### config.mk
export PLATFORM = sky130hd
export DESIGN_NAME = mem_wb_pipe_flat
export DESIGN_NICKNAME = d
export VERILOG_FILES = /design/src/rtl/mem_wb_pipe_if.sv /design/src/rtl/mem_wb_pipe.sv /design/src/flat_wrapper.sv
export SDC_FILE = /design/constraint.sdc
export NUM_CORES = 1
export LEC_CHECK = 0
export BUFFER_PORTS_ARGS = -buffer_cell sky130_fd_sc_hd__buf_4
export CORE_ASPECT_RATIO = 0.9
export CORE_MARGIN = 2
export CORE_UTILIZATION = 55
export CTS_CLUSTER_DIAMETER = 200
export DETAILED_ROUTE_END_ITERATION = 8
export GPL_ROUTABILITY_DRIVEN = 0
export GPL_TIMING_DRIVEN = 0
export PLACE_DENSITY = 0.86
export SYNTH_ARGS = -nofsm -noshare
export SYNTH_HDL_FRONTEND = slang
export SYNTH_SLANG_ARGS = --single-unit
### constraint.sdc
create_clock -name clk -period 7.04 [get_ports clk]
set_clock_uncertainty 0.2 [all_clocks]
set_input_delay 1.056 -clock clk [delete_from_list [all_inputs] [get_ports clk]]
set_output_delay 1.056 -clock clk [all_outputs]
set_load 0.02 [all_outputs]
### src/rtl/mem_wb_pipe_if.sv
// MEM/WB stage bus: the accept side (in_*) from the data-memory stage and the
// retire side (out_*) toward the register-file write port.
interface mem_wb_pipe_if #(
    parameter int DATA_W = 32,
    parameter int REG_AW = 5
);
    logic              in_valid;
    logic              in_ready;
    logic              in_reg_write;
    logic [1:0]        in_wb_sel;
    logic [REG_AW-1:0] in_rd;
    logic [DATA_W-1:0] in_alu_result;
    logic [DATA_W-1:0] in_mem_data;
    logic [DATA_W-1:0] in_pc_plus4;
    logic              flush;
    logic              out_valid;
    logic              out_ready;
    logic              out_reg_write;
    logic [REG_AW-1:0] out_rd;
    logic [DATA_W-1:0] out_wb_data;

    modport slave (
        input  in_valid, in_reg_write, in_wb_sel, in_rd,
        input  in_alu_result, in_mem_data, in_pc_plus4,
        input  flush, out_ready,
        output in_ready, out_valid, out_reg_write, out_rd, out_wb_data
    );

    modport master (
        output in_valid, in_reg_write, in_wb_sel, in_rd,
        output in_alu_result, in_mem_data, in_pc_plus4,
        output flush, out_ready,
        input  in_ready, out_valid, out_reg_write, out_rd, out_wb_data
    );
endinterface

### src/rtl/mem_wb_pipe.sv
// MEM/WB pipeline stage: write-back mux applied at capture, optional two-entry
// skid buffer, flush, and a saturating back-pressure stall counter.
module mem_wb_pipe #(
    parameter int DATA_W = 32,
    parameter int REG_AW = 5,
    parameter int SKID   = 1,
    parameter int CNT_W  = 16
) (
    input  logic             clk,
    input  logic             rst,
    mem_wb_pipe_if.slave     bus,
    output logic [CNT_W-1:0] stall_cnt
);
    // Handshake: a transfer happens on a rising edge where valid & ready are
    // both high; valid never depends on ready, and held entries leave in order.
    typedef struct packed {
        logic              rw;
        logic [REG_AW-1:0] rd;
        logic [DATA_W-1:0] data;
    } entry_t;

    logic             main_v_q, main_v_d;
    logic             skid_v_q, skid_v_d;
    entry_t           main_q, main_d;
    entry_t           skid_q, skid_d;
    entry_t           new_e;
    logic [CNT_W-1:0] stall_cnt_q, stall_cnt_d;
    logic             in_ready;
    logic             accept;
    logic             retire;

    always_comb begin
        new_e.rw = bus.in_reg_write | (bus.in_wb_sel == 2'b10);
        new_e.rd = bus.in_rd;
        case (bus.in_wb_sel)
            2'b01:   new_e.data = bus.in_mem_data;
            2'b10:   new_e.data = bus.in_pc_plus4;
            default: new_e.data = bus.in_alu_result;
        endcase
    end

    assign accept = bus.in_valid & in_ready;
    assign retire = main_v_q & bus.out_ready;

    always_comb begin
        main_v_d    = main_v_q;
        main_d      = main_q;
        skid_v_d    = skid_v_q;
        skid_d      = skid_q;
        stall_cnt_d = stall_cnt_q;
        if (bus.flush) begin
            main_v_d = 1'b0;
            skid_v_d = 1'b0;
        end else if (retire || !main_v_q) begin
            // Main slot is free this edge: oldest held entry moves up first.
            if (skid_v_q) begin
                main_v_d = 1'b1;
                main_d   = skid_q;
                skid_v_d = accept;
                if (accept) skid_d = new_e;
            end else begin
                main_v_d = accept;
                if (accept) main_d = new_e;
            end
        end else if (accept) begin
            skid_v_d = 1'b1;
            skid_d   = new_e;
        end
        if (main_v_q && !bus.out_ready && (stall_cnt_q != {CNT_W{1'b1}})) begin
            stall_cnt_d = stall_cnt_q + CNT_W'(1);
        end
    end

    always_ff @(posedge clk or posedge rst) begin
        if (rst) begin
            main_v_q    <= 1'b0;
            skid_v_q    <= 1'b0;
            main_q      <= '0;
            skid_q      <= '0;
            stall_cnt_q <= '0;
        end else begin
            main_v_q    <= main_v_d;
            skid_v_q    <= skid_v_d;
            main_q      <= main_d;
            skid_q      <= skid_d;
            stall_cnt_q <= stall_cnt_d;
        end
    end

    generate
        if (SKID != 0) begin : g_skid
            logic in_ready_q;
            always_ff @(posedge clk or posedge rst) begin
                if (rst) in_ready_q <= 1'b1;
                else     in_ready_q <= !skid_v_d;
            end
            assign in_ready = in_ready_q;
        end else begin : g_noskid
            // Without a skid slot the only space is the one retiring this edge.
            assign in_ready = !main_v_q | bus.out_ready;
        end
    endgenerate

    assign bus.in_ready      = in_ready;
    assign bus.out_valid     = main_v_q;
    assign bus.out_rd        = main_q.rd;
    assign bus.out_wb_data   = main_q.data;
    assign bus.out_reg_write = main_v_q & main_q.rw & (main_q.rd != '0);
    assign stall_cnt         = stall_cnt_q;
endmodule

### src/flat_wrapper.sv
// flat-port wrapper written by rule: the top's interface ports become plain ports
module mem_wb_pipe_flat 
#(
    parameter int DATA_W = 32,
    parameter int REG_AW = 5,
    parameter int SKID   = 1,
    parameter int CNT_W  = 16
)
  (clk, rst, stall_cnt, bus_in_valid, bus_in_reg_write, bus_in_wb_sel, bus_in_rd, bus_in_alu_result, bus_in_mem_data, bus_in_pc_plus4, bus_flush, bus_out_ready, bus_in_ready, bus_out_valid, bus_out_reg_write, bus_out_rd, bus_out_wb_data);
  mem_wb_pipe_if #(.DATA_W(DATA_W), .REG_AW(REG_AW)) bus_i ();
  input  logic clk;
  input  logic rst;
  output logic [CNT_W-1:0] stall_cnt;
  input wire logic [$bits(bus_i.in_valid)-1:0] bus_in_valid;
  input wire logic [$bits(bus_i.in_reg_write)-1:0] bus_in_reg_write;
  input wire logic [$bits(bus_i.in_wb_sel)-1:0] bus_in_wb_sel;
  input wire logic [$bits(bus_i.in_rd)-1:0] bus_in_rd;
  input wire logic [$bits(bus_i.in_alu_result)-1:0] bus_in_alu_result;
  input wire logic [$bits(bus_i.in_mem_data)-1:0] bus_in_mem_data;
  input wire logic [$bits(bus_i.in_pc_plus4)-1:0] bus_in_pc_plus4;
  input wire logic [$bits(bus_i.flush)-1:0] bus_flush;
  input wire logic [$bits(bus_i.out_ready)-1:0] bus_out_ready;
  output wire logic [$bits(bus_i.in_ready)-1:0] bus_in_ready;
  output wire logic [$bits(bus_i.out_valid)-1:0] bus_out_valid;
  output wire logic [$bits(bus_i.out_reg_write)-1:0] bus_out_reg_write;
  output wire logic [$bits(bus_i.out_rd)-1:0] bus_out_rd;
  output wire logic [$bits(bus_i.out_wb_data)-1:0] bus_out_wb_data;
  assign bus_i.in_valid = bus_in_valid;
  assign bus_i.in_reg_write = bus_in_reg_write;
  assign bus_i.in_wb_sel = bus_in_wb_sel;
  assign bus_i.in_rd = bus_in_rd;
  assign bus_i.in_alu_result = bus_in_alu_result;
  assign bus_i.in_mem_data = bus_in_mem_data;
  assign bus_i.in_pc_plus4 = bus_in_pc_plus4;
  assign bus_i.flush = bus_flush;
  assign bus_i.out_ready = bus_out_ready;
  assign bus_in_ready = bus_i.in_ready;
  assign bus_out_valid = bus_i.out_valid;
  assign bus_out_reg_write = bus_i.out_reg_write;
  assign bus_out_rd = bus_i.out_rd;
  assign bus_out_wb_data = bus_i.out_wb_data;
  mem_wb_pipe #(.DATA_W(DATA_W), .REG_AW(REG_AW), .SKID(SKID), .CNT_W(CNT_W)) u_core (.clk(clk), .rst(rst), .bus(bus_i), .stall_cnt(stall_cnt));
endmodule
* Word level (Yosys, flattened, before mapping)
Cells that the tools add are included.
** Word-level totals
- Register bits :: 95
- Input bits :: 109
- Output and inout bits :: 56
- Word-level logic and storage cells :: 45
** Operators by class
- Add/subtract/negate cells :: 1
- Equality and inequality tests :: 4
- Mux-type cells :: 13
- Bitwise gates (word level) :: 6
- Reduce and logical (&&, ||, !) cells :: 11
** Operator list (count)
- $mux W38 :: 5
- $pmux W32 S2 :: 1
- $add A16 B1 Y16 const B :: 1
- $ne A16 B16 Y1 const B :: 1
- $mux W1 :: 7
- $reduce_bool A5 Y1 :: 1
- $and A1 B1 Y1 :: 4
- $reduce_bool A2 Y1 :: 2
- $logic_not A1 Y1 :: 3
- $reduce_and A3 Y1 :: 1
- $eq A2 B1 Y1 const B :: 1
- $eq A2 B2 Y1 const B :: 1
- $logic_and A1 B1 Y1 :: 2
- $ne A2 B1 Y1 const B :: 1
- $reduce_and A2 Y1 :: 1
- $logic_or A1 B1 Y1 :: 1
- $not A1 Y1 :: 1
- $or A1 B1 Y1 :: 1

* Longest topological paths before layout
- Depth in word-level cells :: 5
- Gate-level depth with buffers :: 8
- Depth with buffers taken out :: 6

* Worst setup path after synthesis
No wires, ideal clock.
- Path kind :: input port to flip-flop
- From :: in bus_in_wb_sel[0]
- To :: reg u_core.main_q (netlist bit u_core.bus.out_wb_data[0])
- Setup time :: 65 ps
- Data arrival time :: 2298 ps
- Required time :: 6775 ps
- Slack :: 4477 ps
- Stages on the path :: 8
- Buffers on the path :: 2
- Cell sequence :: inv_1 ha_1 clkbuf_1 clkbuf_1 a221o_1 o21ai_0 o211ai_1 o21a_1
** On the way
- Cells in the longest elaborated chain, start to end :: 4
- Elaborated cells between the ends (all ways) :: 5
- Those cells by class :: eq/ne (2); mux (3)
** Ends and longest elaborated chain
- start, declared :: RTL line flat_wrapper.sv:16 : input wire logic [$bits(bus_i.in_wb_sel)-1:0] bus_in_wb_sel;
- $eq A2 B2 Y1 or $eq A2 B1 Y1 (tied branches) :: RTL line mem_wb_pipe.sv:35 : case (bus.in_wb_sel)
- $pmux W32 S2 (*) :: RTL line mem_wb_pipe.sv:35
- $mux W38 (*) :: RTL line mem_wb_pipe.sv:63 : if (accept) main_d = new_e;
- $mux W38 (*) :: RTL line mem_wb_pipe.sv:56 : if (skid_v_q) begin
- end signal, assigned :: RTL line mem_wb_pipe.sv:84 : main_q <= main_d;
- end, declared :: RTL line mem_wb_pipe.sv:24 : entry_t main_q, main_d;
Mark *: on every way between the ends. The rest lies on a longest branch, timed or not. The select of a mux whose other input is x is not followed.
A chain may end at the register's enable or synchronous reset.

* Final worst setup path
- From :: reg u_core.main_q (netlist bit u_core.bus.out_rd[0])
- To :: out bus_out_reg_write
** On the way
- Cells in the longest elaborated chain, start to end :: 2
** Ends and longest elaborated chain
- $reduce_bool A5 Y1 :: RTL line mem_wb_pipe.sv:108 : assign bus.out_reg_write = main_v_q & main_q.rw & (main_q.rd != '0);
- $and A1 B1 Y1 :: RTL line mem_wb_pipe.sv:108
- end, declared :: RTL line flat_wrapper.sv:25 : output wire logic [$bits(bus_i.out_reg_write)-1:0] bus_out_reg_write;
Every way passes these cells.

==> run_results.csv <==
group,metric,value,unit
floorplanning,die-area,9670,um2
yosys,ys_seq_area_share,48.6,%
clocking,post_cts_resized,0,
routing,via_per_inst,5.68,
clocking,cts_tree,"done",
cells_and_area,final_cell_mix,"buf_4, dfrtp_1, nand2_1, o21ai_0",
routing,drt_iter0_markers,296,
critical_path,end_kind,"primary output",
power_and_ir_drop,p_per_area,260,nW/um2
clocking,cts_buffers,9,
routing,wl_per_cell,16.9,um
routing,drc,0,
sta,final_max_slew_viol_count,0,
yosys,yosys_warnings,0,
power_and_ir_drop,internal_power,0.00115,W
global_routing,antenna_found_initial,0,
power_and_ir_drop,power_frac_comb,32.2,%
job,maxCapViolCount,0,
clocking,hold_buffers,0,
clocking,htreeDepth,3,
yosys,synth_top_area_cell,"dfrtp_1",
clocking,insertion_delay,0.35,ns
clocking,cts.sinks,95,
sta,min_period,2.85,ns
routing,routed_wl,13.4,mm
floorplanning,initial_utilization,56.9,%
yosys,syn_inst,493,
place,hpwlAfterDp,10.1,mm
sta,setup_viol,0,
sta,fmax,0.350,GHz
sta,period_share,40.6,%
outcome,outcome,"finished, final reports clean",
yosys,syn_nets,605,
global_routing,grt.overflow.total,0,
place,io_buffers,164,
cells_and_area,final_common_cell,"buf_4",
floorplanning,rows,32,
floorplanning,die_h,93.5,um
cells_and_area,area_growth,33.1,%
power_and_ir_drop,p_leak,2.96,nW
sta,finalWorstSetupSlack,4.19,ns
yosys,synth_seq_cells,95,
routing,vias,4496,
global_routing,grt_pass1_wl,21.4,mm
cells_and_area,final_nets,781,
sta,worstMarginPinSlew,0.600,ns
power_and_ir_drop,pwr-share-seq,44.9,%
cells_and_area,drive_above_1_share,35.7,%
yosys,synth_area_leaders,"dfrtp_1, o21ai_0, a221o_1",
routing,dr.pass1.iters,4,
clocking,cts-root-buf,"clkbuf_8",
critical_path,arrival,1.60,ns
yosys,synth.distinct_cells,38,
floorplanning,core,8610,um2
floorplanning,die_x,103,um
yosys,yosysTopAreaCellShare,48.1,%
global_routing,grt_max_degree,76,
sta,rsz0062_at_grt,"false",
clocking,postCtsSetupRepairBufs,0,
cells_and_area,diodes,0,
critical_path,worstSetupPathType,"reg -> out",
clocking,clk_path_buf_depth,2,
power_and_ir_drop,clkPwrFrac,22.9,%
clocking,path_clk_slew,0.09,ns
routing,ant_nets,0,
sta,whs,0.285,ns
global_routing,track_usage,28.7,%
place,dp_slack,3.86,ns
sta,tns,0,ns
critical_path,crit_fanout,3,
power_and_ir_drop,power_switching,0.000538,W
floorplanning,io_pins,165,
critical_path,required,5.78,ns
power_and_ir_drop,ir_worst_vdd,0.000146,V
sta,hold_viol,0,
power_and_ir_drop,netSwitchingFraction,31.8,%
min_path,hp-class,"reg -> reg",
yosys,synth_area,4890,um2
critical_path,setup.worst_path.start_class,"flop",
yosys,syn_avg_cell_area,9.93,um2
global_routing,grt_pass1_vias,4446,
sta,relSlewSlack,60.0,%
state kept, by name, indices dropped and copies added (netlist names):
name / cells
u_core.bus.out_valid: 1
u_core.stall_cnt: 16
u_core.bus.out_rd: 5
u_core.bus.out_wb_data: 32
u_core.skid_q: 38
u_core.main_q: 1
u_core.bus.in_ready: 1
u_core.skid_v_q: 1
through the flow:
stage	power, W	util, %	instance area, um2	cells
after floorplan	0.00109	-	4890	493
after CTS	0.00170	75.7	6520	791
after global routing	0.00178	75.7	6520	791
after global placement	0.00128	72.9	6270	776
final	0.00169	75.7	6520	791
after detailed placement	0.00131	73.2	6300	777
area by class of cell:
| cell class | instances | area (um2) |
|---|---|---|
| sequential | 95 | 2380 |
| fill | 607 | 2090 |
| multi-input combinational | 315 | 2060 |
| timing repair buffer | 165 | 1260 |
| buffer | 74 | 427 |
| tap | 119 | 149 |
| clock buffer | 11 | 141 |
| clock inverter | 3 | 68.8 |
| inverter | 9 | 36.3 |
Yosys cell counts, drive strengths merged:
cell type / count
xor2: 5
nand3b: 1
nand2: 71
clkbuf: 29
nand3: 6
mux2: 10
o41ai: 1
and3: 1
a21oi: 8
ha: 3
nor3: 6
nor4b: 1
or3: 3
xnor2: 6
o21a: 32
maj3: 1
dfrtp: 94
nor4: 3
dfstp: 1
mux2i: 5
and2b: 1
o211ai: 33
a221o: 32
o21ai: 68
buf: 45
nor2: 11
inv: 9
o311a: 1
and2: 1
nand4: 4
nand2b: 1
worst paths after layout:
path	start	to	slack, ns	depth (start not counted)
setup / recovery	u_core.bus.out_rd[0]	bus_out_reg_write	4.19	3
hold / removal	u_core.skid_q[14]	u_core.skid_q[14]	0.29	2
setup reg to reg	u_core.bus.out_valid	u_core.bus.out_wb_data[22]	4.75	5
hold reg to reg	u_core.skid_q[14]	u_core.skid_q[14]	0.29	2
max in group asynchronous	rst	u_core.bus.in_ready	5.54	3
min in group asynchronous	rst	u_core.bus.out_wb_data[9]	0.45	2
per-layer routing:
metal	global-route usage [%]	wire length [um]	vias up
met4	9.32	316	0
met1	38.7	5600	2220
met3	5.75	748	25
met5	0	0	-
met2	46.6	6740	148
li1	-	-	2103
worst max-delay path, stage by stage (launching register included):
cell and delay (ns):
dfrtp_1 0.41, or3_1 0.37, o311a_1 0.30, buf_4 0.16
power by group through the flow:
stage               combinational, W  clock, W  sequential [W]
CTS                         0.000547  0.000390        0.000759
global placement            0.000522         0        0.000759
detailed placement          0.000543         0        0.000769
floorplan                   0.000322         0        0.000764
finish                      0.000544  0.000388        0.000759
global route                0.000591  0.000414        0.000776
cells by family (layout without fill, tap and decap cells):
kind of cell / count (synthesis) / after routing / share of synthesized area (%)
AOI/OAI and AO/OA: 175 / 175 / 25.2
and+or+nand+nor: 110 / 110 / 10.5
DFF: 95 / 95 / 48.6
buffers and inverters: 83 / 262 / 9.41
muxes: 15 / 15 / 3.40
xor gates and xnor gates: 11 / 11 / 1.97
adders and majority gates: 4 / 4 / 0.971
Note: power is estimated with default switching activity, not from simulation.
